**src/rtl/ioctl_tx.sv**
```systemverilog
// ioctl download transmitter: replays a valid/ready byte stream as a framed
// ioctl session with fixed strobe width and minimum strobe spacing.
module ioctl_tx #(
    parameter int ADDR_W = 25,
    parameter int WR_LEN = 1,
    parameter int GAP    = 8,
    parameter int TAIL   = 4
) (
    input  logic              clk_sys,
    input  logic              reset,
    input  logic              start,
    input  logic [7:0]        index_in,
    input  logic [ADDR_W-1:0] length,
    input  logic [7:0]        src_data,
    input  logic              src_valid,
    output logic              src_ready,
    output logic              busy,
    output logic              done,
    output logic              ioctl_download,
    output logic [7:0]        ioctl_index,
    output logic              ioctl_wr,
    output logic [ADDR_W-1:0] ioctl_addr,
    output logic [7:0]        ioctl_dout
);

    localparam int CNT_W  = $clog2(GAP + 1);
    localparam int TCNT_W = (TAIL > 1) ? $clog2(TAIL) : 1;

    localparam logic [CNT_W-1:0]  CNT_ONE   = CNT_W'(1);
    localparam logic [CNT_W-1:0]  WR_LEN_C  = CNT_W'(WR_LEN);
    localparam logic [CNT_W-1:0]  GAP_LAST  = CNT_W'(GAP - 1);
    localparam logic [TCNT_W-1:0] TCNT_ONE  = TCNT_W'(1);
    localparam logic [TCNT_W-1:0] TAIL_LAST = TCNT_W'(TAIL - 1);
    localparam logic [ADDR_W-1:0] ADDR_ONE  = ADDR_W'(1);

    typedef enum logic [2:0] {
        IDLE,
        ARM,
        WAIT_SRC,
        STROBE,
        SPACE,
        TAIL_S
    } state_t;

    state_t              state_q;
    logic [CNT_W-1:0]    cnt_q;
    logic [CNT_W-1:0]    cnt_d;
    logic [TCNT_W-1:0]   tcnt_q;
    logic [ADDR_W-1:0]   len_q;
    logic [ADDR_W-1:0]   addr_q;
    logic [ADDR_W-1:0]   last_addr;
    logic [7:0]          index_q;
    logic [7:0]          dout_q;
    logic                download_q;
    logic                wr_q;
    logic                done_q;

    assign cnt_d     = cnt_q + CNT_ONE;
    assign last_addr = len_q - ADDR_ONE;

    always_ff @(posedge clk_sys or posedge reset) begin
        if (reset) begin
            state_q    <= IDLE;
            cnt_q      <= '0;
            tcnt_q     <= '0;
            len_q      <= '0;
            addr_q     <= '0;
            index_q    <= '0;
            dout_q     <= '0;
            download_q <= 1'b0;
            wr_q       <= 1'b0;
            done_q     <= 1'b0;
        end else begin
            done_q <= 1'b0;
            case (state_q)
                IDLE: begin
                    if (start) begin
                        download_q <= 1'b1;
                        index_q    <= index_in;
                        len_q      <= length;
                        addr_q     <= '0;
                        state_q    <= ARM;
                    end
                end
                ARM: begin
                    if (len_q == '0) begin
                        tcnt_q  <= TAIL_LAST;
                        state_q <= TAIL_S;
                    end else begin
                        state_q <= WAIT_SRC;
                    end
                end
                WAIT_SRC: begin
                    if (src_valid) begin
                        dout_q  <= src_data;
                        wr_q    <= 1'b1;
                        cnt_q   <= '0;
                        state_q <= STROBE;
                    end
                end
                STROBE, SPACE: begin
                    cnt_q   <= cnt_d;
                    wr_q    <= (cnt_d < WR_LEN_C);
                    state_q <= (cnt_d < WR_LEN_C) ? STROBE : SPACE;
                    // GAP > WR_LEN, so the strobe is already low when the window closes
                    if (cnt_q == GAP_LAST) begin
                        if (addr_q == last_addr) begin
                            tcnt_q  <= TAIL_LAST;
                            state_q <= TAIL_S;
                        end else begin
                            addr_q  <= addr_q + ADDR_ONE;
                            state_q <= WAIT_SRC;
                        end
                    end
                end
                TAIL_S: begin
                    if (tcnt_q == '0) begin
                        download_q <= 1'b0;
                        done_q     <= 1'b1;
                        state_q    <= IDLE;
                    end else begin
                        tcnt_q <= tcnt_q - TCNT_ONE;
                    end
                end
                default: state_q <= IDLE;
            endcase
        end
    end

    assign src_ready      = (state_q == WAIT_SRC);
    assign busy           = (state_q != IDLE);
    assign done           = done_q;
    assign ioctl_download = download_q;
    assign ioctl_index    = index_q;
    assign ioctl_wr       = wr_q;
    assign ioctl_addr     = addr_q;
    assign ioctl_dout     = dout_q;

endmodule

```
**config.mk**
```make
export PLATFORM = sky130hd
export DESIGN_NAME = ioctl_tx
export DESIGN_NICKNAME = d
export VERILOG_FILES = /design/src/rtl/ioctl_tx.sv
export SDC_FILE = /design/constraint.sdc
export NUM_CORES = 1
export LEC_CHECK = 0
export BUFFER_PORTS_ARGS = -buffer_cell sky130_fd_sc_hd__buf_2
export CELL_PAD_IN_SITES_DETAIL_PLACEMENT = 0
export CELL_PAD_IN_SITES_GLOBAL_PLACEMENT = 1
export CORE_ASPECT_RATIO = 1.4
export CORE_MARGIN = 4
export CORE_UTILIZATION = 41
export CTS_CLUSTER_SIZE = 25
export DETAILED_ROUTE_END_ITERATION = 12
export PLACE_DENSITY = 0.91
export REMOVE_ABC_BUFFERS = 1
export SLEW_MARGIN = 30
export SYNTH_ARGS = -nofsm -noshare
export SYNTH_HDL_FRONTEND = slang
export SYNTH_SLANG_ARGS = --single-unit
export TNS_END_PERCENT = 5
```
**constraint.sdc**
```tcl
create_clock -name clk_sys -period 4.55 [get_ports clk_sys]
set_clock_uncertainty 0.15 [all_clocks]
set_input_delay 0.2275 -clock clk_sys [delete_from_list [all_inputs] [get_ports clk_sys]]
set_output_delay 0.2275 -clock clk_sys [all_outputs]
set_load 0.03 [all_outputs]
```
==> run_results.csv <==
group,metric,value,unit
outcome,status,"complete, no violations",
die,coreArea,10900,µm²
clocking,clock_tree.root_cell,"clkbuf_16",
logic_synthesis,yosys-top-cells-count,"130 x nand2_1, 78 x dfrtp_1, 29 x nor2_1",
routing,vias,4330,
routing,routedWlPerCell,16.0,µm
die,pin_count,91,
final_layout,fillers,993,
die,rows,45,
global_route,grt-ovfl-total,0,
critical_path,r2r_slack,0.97,ns
sta,timing.final.crit_share,78.7,%
placed_design,port_buffers,90,
critical_path,critPathKind,"flop to flop",
final_layout,final-seq-area,1950,µm²
critical_path,start_kind,"flop",
logic_synthesis,synth_edf_count,0,
die,die_x,97.1,µm
clocking,cts_setup_buffers,0,
final_layout,antenna_cells,0,
final_layout,layout-drive-gt1-share,20.7,%
logic_synthesis,yosysSeqAreaShare,42.8,%
min_path,min_to,"ioctl_download",
logic_synthesis,synth-seq-cells,78,
logic_synthesis,synth_area,4560,µm²
sta,tightest_slew,0.722,ns
clocking,ctsHtreeMaxLevel,3,
power,vdd.ir_drop.worst,0.278,mV
critical_path,required,4.62,ns
critical_path,cp_max_fo,12,
global_route,grt_pass1_vias,4253,
die,initial_utilization,41.9,%
routing,via_per_inst,5.46,
logic_synthesis,synthTopCellsByArea,"dfrtp_1 43%, nand2_1 11%, xnor2_1 3.7%",
placed_design,gp_congestion,0.859,
routing,first_pass_iters,5,
sta,relSlewSlack,51.9,%
die,die_area,12900,µm²
sta,slew_viol_final,0,
routing,wl,12.7,mm
placed_design,dp_hpwl,8.84,mm
logic_synthesis,ys_types,67,
logic_synthesis,syn_area_per_cell,8.68,µm²
min_path,hp-class,"input port to flop",
critical_path,cp.arrival,3.65,ns
sta,period_needed,3.58,ns
min_path,min_from,"start",
die,dieHeight,133,µm
final_layout,syn_to_final_growth,28.7,%
sta,setup_viol,0,
critical_path,cp-end-kind,"flop",
critical_path,crit_slowest_cell,"or4_4",
global_route,antenna_found_initial,0,
critical_path,rr_worst_depth,9,
logic_synthesis,yosysTopAreaCellShare,42.8,%
run,maxCapViolCount,0,
clocking,clk_latency,0.34,ns
logic_synthesis,synth_warnings,0,
clocking,clk_pin_slew,0.06,ns
critical_path,cp.buffers_inverters,0,
global_route,grt_max_degree,50,
critical_path,crit_chain,"or4_4 -> or4_4 -> a211oi_2 -> o211ai_1 -> a2111oi_2 -> or3b_4 -> nand2_2 -> o21ai_1 -> mux2_1",
power,power_density,585,nW/µm²
logic_synthesis,synth.most_common_cell,"nand2_1",
logic_synthesis,syn-instance-count,525,
final_layout,nNetsFinal,696,
sta,fin_tns_setup,0,ns
clocking,cts.sinks,78,
sta,rsz0062_at_grt,"no",
placed_design,place_area,5090,µm²
critical_path,rr_endpoint,"tcnt_q[1]",
global_route,grt_pass1_wl,21.4,mm
critical_path,r2r-start,"len_q[3]",
routing,ant_nets,0,
critical_path,crit_top_cell,"or4_4",
routing,drt_iter0_markers,209,
sta,timing.fmax,279,MHz
logic_synthesis,ys.flop_type,"dfrtp_1",
critical_path,cp_top_family,"simple AND/OR/NAND/NOR gates",
clocking,clockBufferDepth,2,
global_route,track_usage,20.2,%
final_layout,design_area,5860,µm²
clocking,numCtsBuffers,9,
min_path,holdPathStages,3,
critical_path,max_stage_delay,0.58,ns
final_layout,multi_input_area,2450,µm²
clocking,cts_tree,"yes",
power,p_leak,2.68,nW
logic_synthesis,yosys.area.top_type,"dfrtp_1",
routing,remaining_drc_errors,0,
sta,finalHoldViolCount,0,
logic_synthesis,synthArstFlopShare,100,%
routing by layer:
metal | wire length (µm) | track usage, % | vias to the layer above | share of wire [%]
li1 | - | - | 2100 | -
met1 | 5400 | 25.3 | 2089 | 42
met2 | 6460 | 34.6 | 127 | 51
met3 | 618 | 3.80 | 14 | 4.9
met4 | 250 | 7.26 | 0 | 2.0
met5 | 0 | 0 | - | 0
where the power goes:
part	switching, mW	internal [mW]
clock network	0.281	0.556
registers	0.304	0.919
logic	0.825	0.547
cell type report:
| type | count | share of cell area [%] |
|---|---|---|
| tap | 141 | 3.01 |
| multi-input combinational | 413 | 41.8 |
| clock buffer | 14 | 5.01 |
| clock inverter | 2 | 1.02 |
| timing repair buffer | 135 | 15.2 |
| inverter | 10 | 0.661 |
| sequential | 78 | 33.3 |
layout by cell type, fill, tap and decap left out, types with 8 or more instances in the layout:
cell type and count:
inv_1 9, o21ai_1 8, xor2_1 12, a21oi_1 15
dfrtp_1 78, nor3_1 13, nor2_1 29, mux2_2 8
o31ai_1 9, xnor2_1 19, o21ai_0 23, clkbuf_16 9
buf_2 90, dlygate4sd3_1 42, o211ai_1 8, nand3_1 14
nand4_1 8, nand2_1 130, or3_1 14
worst max path at each step:
stage               startpoint        end  slack [ns]  cells past startpoint
floorplan             len_q[3]  tcnt_q[1]        1.23                      9
global placement      len_q[3]  tcnt_q[1]        1.07                      9
detailed placement    len_q[3]  tcnt_q[1]        0.98                      9
CTS                   len_q[3]  tcnt_q[1]        0.95                      9
global route          len_q[2]  tcnt_q[1]        0.70                      9
finish                len_q[3]  tcnt_q[1]        0.97                      9
per-stage QoR:
stage	total power [mW]	instances	setup WS (ns)	hold WS (ns)	util, %
3_3_place_gp	2.53	735	1.07	0.134	46.8
3_5_place_dp	2.57	735	0.976	0.151	46.8
6_report	3.43	793	0.967	0.0470	54.0
2_1_floorplan	2.17	501	1.23	0.183	-
5_1_grt	3.68	793	0.700	0.0863	54.0
4_1_cts	3.45	793	0.955	0.0394	54.0
cells by family (layout without fill, tap and decap cells):
group / Yosys count / in the layout / share of synthesized area (%)
AO/OA/AOI/OAI: 95 / 95 / 14.1
buffers and inverters: 34 / 161 / 3.49
XOR/XNOR: 32 / 32 / 6.31
flip-flops: 78 / 78 / 42.8
adder cells (fa/ha/maj): 4 / 4 / 1.10
multiplexers: 14 / 14 / 3.32
AND/OR/NAND/NOR: 268 / 268 / 28.9
flip-flops by register name, indices dropped and copies added, names as in the netlist:
name,cells
tcnt_q,2
ioctl_wr,1
cnt_q,4
ioctl_download,1
len_q,25
state_q,3
done,1
ioctl_addr,25
ioctl_dout,8
ioctl_index,8
tightest hold or removal path, cell delays in order:
cell and delay (ns):
buf_2 0.12, nand2_1 0.07, o21ai_0 0.08
timing repair:
action	in CTS	in global routing
hold buffers	42	0
gates resized for setup	0	0
endpoints found under the hold margin	72	0
No activity file was read; power rests on OpenSTA's default activity.
